[src/rtl/pc_redirect_ctrl_if.sv]
// pc_redirect_ctrl_if
// Bundles everything that flows between the pipeline and the fetch-side
// PC redirect controller.
//   Requests (pipeline -> controller):
//     stall, br_valid, br_kind[1:0], br_pc, br_imm, rs1_val,
//     mem_redirect_valid, mem_redirect_pc, trap_req, trap_ret
//   Status (controller -> pipeline):
//     pc, pc_valid, flush_if_id, flush_id_ex, trap_active, trap_ack, epc
// The pipeline side uses the master modport; the controller uses slave.
interface pc_redirect_ctrl_if;
  logic        stall;
  logic        br_valid;
  logic [1:0]  br_kind;
  logic [31:0] br_pc;
  logic [31:0] br_imm;
  logic [31:0] rs1_val;
  logic        mem_redirect_valid;
  logic [31:0] mem_redirect_pc;
  logic        trap_req;
  logic        trap_ret;

  logic [31:0] pc;
  logic        pc_valid;
  logic        flush_if_id;
  logic        flush_id_ex;
  logic        trap_active;
  logic        trap_ack;
  logic [31:0] epc;

  modport master (
    output stall, br_valid, br_kind, br_pc, br_imm, rs1_val,
           mem_redirect_valid, mem_redirect_pc, trap_req, trap_ret,
    input  pc, pc_valid, flush_if_id, flush_id_ex, trap_active, trap_ack, epc
  );

  modport slave (
    input  stall, br_valid, br_kind, br_pc, br_imm, rs1_val,
           mem_redirect_valid, mem_redirect_pc, trap_req, trap_ret,
    output pc, pc_valid, flush_if_id, flush_id_ex, trap_active, trap_ack, epc
  );
endinterface

[src/rtl/pc_redirect_ctrl.sv]
// pc_redirect_ctrl
// Owns the fetch PC. Each cycle picks the next PC from (highest first):
// a parked redirect (released when not stalled), MEM redirect, trap entry,
// trap return, EX branch/JALR, sequential +4. While stalled the PC holds and
// one redirect is parked; a MEM redirect may replace a parked one, a branch
// never replaces a parked MEM redirect. Every accepted redirect produces one
// flush pulse on both pipeline flush outputs (at capture, not at release).
// Ports:
//   clk    clock
//   reset  synchronous, active-high
//   bus    pc_redirect_ctrl_if.slave (requests in, pc/flush/trap status out)
module pc_redirect_ctrl #(
  parameter logic [31:0] RESET_VECTOR = 32'h0000_0000,
  parameter logic [31:0] TRAP_VECTOR  = 32'h0000_03FC
) (
  input  logic                 clk,
  input  logic                 reset,
  pc_redirect_ctrl_if.slave    bus
);

  typedef enum logic [1:0] {BOOT, RUN, TRAP} state_t;

  state_t      state, state_next;
  logic [31:0] pc_q, pc_d;
  logic [31:0] epc_q, epc_d;
  logic [31:0] pend_pc_q, pend_pc_d;
  logic        pend_valid_q, pend_valid_d;
  logic        pend_is_mem_q, pend_is_mem_d;
  logic        flush_q, flush_d;
  logic        ack_q, ack_d;

  logic        br_ok;
  logic [31:0] jalr_sum;
  logic [31:0] br_target;

  // Kinds 00/11 are not control transfers at all: no redirect, no flush.
  assign br_ok     = bus.br_valid && (bus.br_kind == 2'b01 || bus.br_kind == 2'b10);
  assign jalr_sum  = bus.rs1_val + bus.br_imm;
  assign br_target = (bus.br_kind == 2'b10) ? {jalr_sum[31:2], 2'b00}
                                            : bus.br_pc + bus.br_imm;

  // State register and datapath registers.
  // NOTE: sequential state uses non-blocking assignments so every register
  // samples the pre-edge values computed by the combinational block.
  always_ff @(posedge clk) begin
    if (reset) begin
      state         <= BOOT;
      pc_q          <= RESET_VECTOR;
      epc_q         <= 32'h0;
      pend_valid_q  <= 1'b0;
      pend_is_mem_q <= 1'b0;
      pend_pc_q     <= 32'h0;
      flush_q       <= 1'b0;
      ack_q         <= 1'b0;
    end else begin
      state         <= state_next;
      pc_q          <= pc_d;
      epc_q         <= epc_d;
      pend_valid_q  <= pend_valid_d;
      pend_is_mem_q <= pend_is_mem_d;
      pend_pc_q     <= pend_pc_d;
      flush_q       <= flush_d;
      ack_q         <= ack_d;
    end
  end

  // Next-state and next-PC selection.
  always_comb begin
    // NOTE: every target gets a default first so no path infers a latch.
    state_next    = state;
    pc_d          = pc_q;
    epc_d         = epc_q;
    pend_valid_d  = pend_valid_q;
    pend_is_mem_d = pend_is_mem_q;
    pend_pc_d     = pend_pc_q;
    flush_d       = 1'b0;
    ack_d         = 1'b0;

    unique case (state)
      BOOT: state_next = RUN;
      default: begin
        if (bus.stall) begin
          // PC holds; park at most one redirect. A trap request simply
          // waits because it is a level and retries on a later cycle.
          if (bus.mem_redirect_valid) begin
            pend_valid_d  = 1'b1;
            pend_is_mem_d = 1'b1;
            pend_pc_d     = bus.mem_redirect_pc;
            flush_d       = 1'b1;
          end else if (br_ok && !(pend_valid_q && pend_is_mem_q)) begin
            pend_valid_d  = 1'b1;
            pend_is_mem_d = 1'b0;
            pend_pc_d     = br_target;
            flush_d       = 1'b1;
          end
        end else if (pend_valid_q) begin
          // Release: the flush already went out at capture time.
          pc_d          = pend_pc_q;
          pend_valid_d  = 1'b0;
          pend_is_mem_d = 1'b0;
        end else if (bus.mem_redirect_valid) begin
          pc_d    = bus.mem_redirect_pc;
          flush_d = 1'b1;
        end else if (state == RUN && bus.trap_req) begin
          // Return address is the not-yet-fetched current PC.
          epc_d      = pc_q;
          pc_d       = TRAP_VECTOR;
          state_next = TRAP;
          ack_d      = 1'b1;
          flush_d    = 1'b1;
        end else if (state == TRAP && bus.trap_ret) begin
          pc_d       = epc_q;
          state_next = RUN;
          flush_d    = 1'b1;
        end else if (br_ok) begin
          pc_d    = br_target;
          flush_d = 1'b1;
        end else begin
          pc_d = pc_q + 32'd4;
        end
      end
    endcase
  end

  // Outputs: decoded from the state register or driven straight from flops.
  always_comb begin
    bus.pc          = pc_q;
    bus.pc_valid    = (state != BOOT);
    bus.trap_active = (state == TRAP);
    bus.flush_if_id = flush_q;
    bus.flush_id_ex = flush_q;
    bus.trap_ack    = ack_q;
    bus.epc         = epc_q;
  end

endmodule
[src/flat_wrapper.sv]
// flat-port wrapper written by rule: the top's interface ports become plain ports
module pc_redirect_ctrl_flat 
#(
  parameter logic [31:0] RESET_VECTOR = 32'h0000_0000,
  parameter logic [31:0] TRAP_VECTOR  = 32'h0000_03FC
)
  (clk, reset, bus_stall, bus_br_valid, bus_br_kind, bus_br_pc, bus_br_imm, bus_rs1_val, bus_mem_redirect_valid, bus_mem_redirect_pc, bus_trap_req, bus_trap_ret, bus_pc, bus_pc_valid, bus_flush_if_id, bus_flush_id_ex, bus_trap_active, bus_trap_ack, bus_epc);
  pc_redirect_ctrl_if bus_i ();
  input  logic clk;
  input  logic reset;
  input wire logic [$bits(bus_i.stall)-1:0] bus_stall;
  input wire logic [$bits(bus_i.br_valid)-1:0] bus_br_valid;
  input wire logic [$bits(bus_i.br_kind)-1:0] bus_br_kind;
  input wire logic [$bits(bus_i.br_pc)-1:0] bus_br_pc;
  input wire logic [$bits(bus_i.br_imm)-1:0] bus_br_imm;
  input wire logic [$bits(bus_i.rs1_val)-1:0] bus_rs1_val;
  input wire logic [$bits(bus_i.mem_redirect_valid)-1:0] bus_mem_redirect_valid;
  input wire logic [$bits(bus_i.mem_redirect_pc)-1:0] bus_mem_redirect_pc;
  input wire logic [$bits(bus_i.trap_req)-1:0] bus_trap_req;
  input wire logic [$bits(bus_i.trap_ret)-1:0] bus_trap_ret;
  output wire logic [$bits(bus_i.pc)-1:0] bus_pc;
  output wire logic [$bits(bus_i.pc_valid)-1:0] bus_pc_valid;
  output wire logic [$bits(bus_i.flush_if_id)-1:0] bus_flush_if_id;
  output wire logic [$bits(bus_i.flush_id_ex)-1:0] bus_flush_id_ex;
  output wire logic [$bits(bus_i.trap_active)-1:0] bus_trap_active;
  output wire logic [$bits(bus_i.trap_ack)-1:0] bus_trap_ack;
  output wire logic [$bits(bus_i.epc)-1:0] bus_epc;
  assign bus_i.stall = bus_stall;
  assign bus_i.br_valid = bus_br_valid;
  assign bus_i.br_kind = bus_br_kind;
  assign bus_i.br_pc = bus_br_pc;
  assign bus_i.br_imm = bus_br_imm;
  assign bus_i.rs1_val = bus_rs1_val;
  assign bus_i.mem_redirect_valid = bus_mem_redirect_valid;
  assign bus_i.mem_redirect_pc = bus_mem_redirect_pc;
  assign bus_i.trap_req = bus_trap_req;
  assign bus_i.trap_ret = bus_trap_ret;
  assign bus_pc = bus_i.pc;
  assign bus_pc_valid = bus_i.pc_valid;
  assign bus_flush_if_id = bus_i.flush_if_id;
  assign bus_flush_id_ex = bus_i.flush_id_ex;
  assign bus_trap_active = bus_i.trap_active;
  assign bus_trap_ack = bus_i.trap_ack;
  assign bus_epc = bus_i.epc;
  pc_redirect_ctrl #(.RESET_VECTOR(RESET_VECTOR), .TRAP_VECTOR(TRAP_VECTOR)) u_core (.clk(clk), .reset(reset), .bus(bus_i));
endmodule
[config.mk]
export PLATFORM = sky130hd
export DESIGN_NAME = pc_redirect_ctrl_flat
export DESIGN_NICKNAME = d
export VERILOG_FILES = /design/src/rtl/pc_redirect_ctrl_if.sv /design/src/rtl/pc_redirect_ctrl.sv /design/src/flat_wrapper.sv
export SDC_FILE = /design/constraint.sdc
export NUM_CORES = 1
export LEC_CHECK = 0
export CAP_MARGIN = 30
export CORE_AREA = 2 2 168 170
export DETAILED_ROUTE_END_ITERATION = 12
export DIE_AREA = 0 0 170 172
export PLACE_DENSITY = 0.56
export SLEW_MARGIN = 20
export SYNTH_ARGS = -nofsm -noshare
export SYNTH_HDL_FRONTEND = slang
export SYNTH_SLANG_ARGS = --single-unit
[constraint.sdc]
create_clock -name clk -period 3.6 [get_ports clk]
set_clock_uncertainty 0.05 [all_clocks]
set_input_delay 0.36 -clock clk [delete_from_list [all_inputs] [get_ports clk]]
set_output_delay 0.36 -clock clk [all_outputs]
set_load 0.01 [all_outputs]
==> results by group <==
Min path
  – HP Class: in2reg
  – Hold-critical path endpoint: u_core.bus.pc[0]
  – Hold path depth: 2
  – Hold Startpoint: reset

Timing
  – Setup violators final: 0
  – Setup TNS: 0 ps
  – Fin. Hold Viols: 0
  – Period utilization: 91.0%
  – Worst-Margin Slew: 882 ps
  – Max Fclk: 305 MHz
  – Fin crit period: 3280 ps
  – Max Slew Vio Count: 0
  – Slew headroom: 41.0%
  – RSZ-0062 raised after global routing: no

Placement
  – Placed Cells incl. Taps: 1784
  – Placed cell areas: 0.0117 mm^2
  – DP HPWL: 27.9 mm
  – RePlAce Congestion: 0.887
  – IO Port Bufs: 205

Finish
  – Antenna Cells: 0
  – Layout cells sized above 1: 7.50%
  – Nets: 1650
  – Final Core Density: 43.5%
  – Fin cells: 1800
  – Fin area: 0.0119 mm^2
  – P&R area growth vs syn: 33.8%

Clock network
  – Setup Fix Bufs, Post-CTS: 0
  – CTS buffer count: 9
  – Root buffer cell: clkbuf_16
  – Clk pin slew, worst setup/hold paths: 70 ps
  – TritonCTS clock tree: built
  – # clock sinks: 102
  – CTS H-tree lvls: 3
  – Worst skew pair latency: 350 ps
  – Hold buffer count at CTS: 0
  – Clock Path Buffers: 2
  – CTS resizes: 0

Status
  – Status: finished, final reports clean

Floorplanning
  – Row cnt: 61
  – I/O Pins: 206
  – Die width: 170 um
  – Die Y: 172 um
  – Initial Util: 32.5%
  – Die area: 0.0292 mm^2
  – Core area: 0.0275 mm^2

Detailed routing
  – Routed Antenna Nets: 0
  – # DRC: 0
  – Mean number of vias per cell: 5.59
  – Wirelength per Cell: 19.7 um
  – Drt initial violations: 996
  – TritonRoute pass-1 iters: 5
  – Routed vias: 10.1k
  – Final wirelength: 35.5 mm

Global route
  – Total gr overflow: 0
  – First-pass GRT wire length: 54.1 mm
  – Antenna violations before repair: 0
  – Pin count of the biggest net entering global routing: 67
  – Number of global-route vias before repair: 9540
  – Total track usage: 23.7%

Power and ir drop
  – Max VDD drop: 0.000217 V
  – Total power: 3.74 mW
  – Pwr/cell area: 313 mW/mm^2
  – Leak pwr: 4.54 nW

Synth
  – Synth Instances: 1239
  – Sequential fraction of the synthesis area: 22.9%
  – Post-synth EDFFs: 0
  – Yosys synthesis warning count: 0
  – Area leader, netlist: dfxtp_1
  – Top FF cell, synth: dfxtp_1
  – Netlist cell types: 78
  – Synth top cells by count: nand2_1 (193), a21oi_1 (150), dfxtp_1 (102), nor2_1 (89), o21ai_0 (75)
  – Top post-synthesis cells by area: dfxtp_1 (23%), ha_1 (8.8%), a21oi_1 (8.4%)
  – Ys async rst share: 0%
  – Most common cell in the netlist: nand2_1
  – Syn Std Cell Area: 0.00893 mm^2
  – Syn_area_per_cell: 7.21 um^2
  – Syn nets: 1440
  – Top-area cell type share of the netlist area: 22.9%
  – Synth Register Bits: 102

Worst setup path
  – CP cell instances: clkdlybuf4s50_1 > ha_1 > a21o_1 > and2_1 > o31a_1 > o21a_1 > nor3_2 > o21bai_1 > buf_4 > o311ai_1 > buf_4 > o2bb2ai_1
  – Crit path largest cell delay: 540 ps
  – WP buf/inv: 3
  – Startpoint types: input port
  – Element type at the critical path end: flip-flop
  – R2R Path End: u_core.bus.pc[28]
  – Crit path max fanout: 4
  – Setup Crit Path Kind: in2reg
  – Most used cell, CP: buf_4
  – Arr. time, crit path: 3500 ps
  – Worst EP required: 3820 ps
  – Critical path's top delay family: compound AO/OA/AOI/OAI gates
  – Reg2Reg Depth: 10
  – Reg2reg start: u_core.bus.pc[2]
  – Worst Setup SP: bus_br_imm[7]
  – Reg2reg setup slack: 780 ps
  – Slowest cell on the critical path: clkdlybuf4s50_1

Job
  – Maxcap violations: 0
state kept, by name, summed over array words and instances (netlist names):
signal                  flops
u_core.bus.epc             32
u_core.bus.flush_id_ex      1
u_core.bus.pc              32
u_core.bus.trap_ack         1
u_core.pend_is_mem_q        1
u_core.pend_pc_q           32
u_core.pend_valid_q         1
u_core.state                2
how the worst max path moves through the flow:
stage	cells after the start	endpoint	slack, ps
floorplan	11	u_core.bus.pc[31]	790
global placement	15	u_core.pend_pc_q[27]	40
global route	14	u_core.bus.pc[28]	70
CTS	14	u_core.bus.pc[28]	340
finish	12	u_core.bus.pc[27]	320
detailed placement	12	u_core.bus.pc[27]	-5
metal layers:
layer / global-route usage (%) / part of all wire [%] / up-vias
li1: - / - / 4953
met1: 33.4 / 47 / 4671
met2: 36.8 / 43 / 390
met3: 3.00 / 6.6 / 56
met4: 8.88 / 3.2 / 0
met5: 0 / 0 / -
kinds of logic (layout without fill, tap and decap cells):
family / after synthesis / after routing / synth area share [%]
AOI/OAI and AO/OA: 439 / 439 / 32.3
xor gates and xnor gates: 74 / 74 / 7.26
adders and majority gates: 64 / 64 / 9.05
buffers and inverters: 105 / 320 / 4.50
DFF: 102 / 102 / 22.9
muxes: 11 / 11 / 1.23
and+or+nand+nor: 444 / 444 / 22.8
per-stage QoR:
step / hold WS (ps) / setup WS, ps
2_1_floorplan: 377 / 792
3_3_place_gp: 386 / 35.3
3_5_place_dp: 391 / -4.63
4_1_cts: 395 / 344
5_1_grt: 413 / 73.8
6_report: 396 / 322
layout by cell type, fill, tap and decap left out, types with 7 or more instances in the layout:
| cell type | n |
|---|---|
| xor2_1 | 31 |
| a221oi_1 | 13 |
| a22oi_1 | 8 |
| o21a_1 | 12 |
| nor3_1 | 28 |
| and4_1 | 8 |
| a211oi_1 | 18 |
| nor2_1 | 88 |
| o21ai_1 | 7 |
| nand3_1 | 38 |
| a21o_1 | 22 |
| nand4_1 | 12 |
| ha_1 | 62 |
| mux2i_1 | 11 |
| nor2b_1 | 10 |
| a211o_1 | 11 |
| inv_1 | 30 |
| o21bai_1 | 8 |
| and2_1 | 7 |
| o2111ai_1 | 7 |
| or3_1 | 10 |
| nand2b_1 | 18 |
| nand2_1 | 193 |
| buf_4 | 68 |
| and3_1 | 12 |
| a311oi_1 | 7 |
| dfxtp_1 | 102 |
| a31oi_1 | 11 |
| clkbuf_16 | 9 |
| xnor2_1 | 43 |
| o211ai_1 | 25 |
| a21oi_1 | 150 |
| clkdlybuf4s50_1 | 203 |
| o21ai_0 | 75 |
final cells by class:
type                            instances  area, um^2
Multi-Input combinational cell       1032        6490
Fill cell                            2867       15500
Clock buffer                           13         250
Timing Repair Buffer                  274        2570
Sequential cell                       102        2040
Tap cell                              346         433
Clock inverter                          3        43.8
Inverter                               30         113
where the power goes:
part | switching (mW) | leakage [nW] | internal [mW] | total (mW)
registers | 0.0820 | 0.831 | 1.19 | 1.27
clock network | 0.440 | 0.144 | 0.560 | 1.00
logic | 0.796 | 3.57 | 0.676 | 1.47
total | 1.32 | 4.54 | 2.42 | 3.74
No activity file was read; power rests on OpenSTA's default activity.
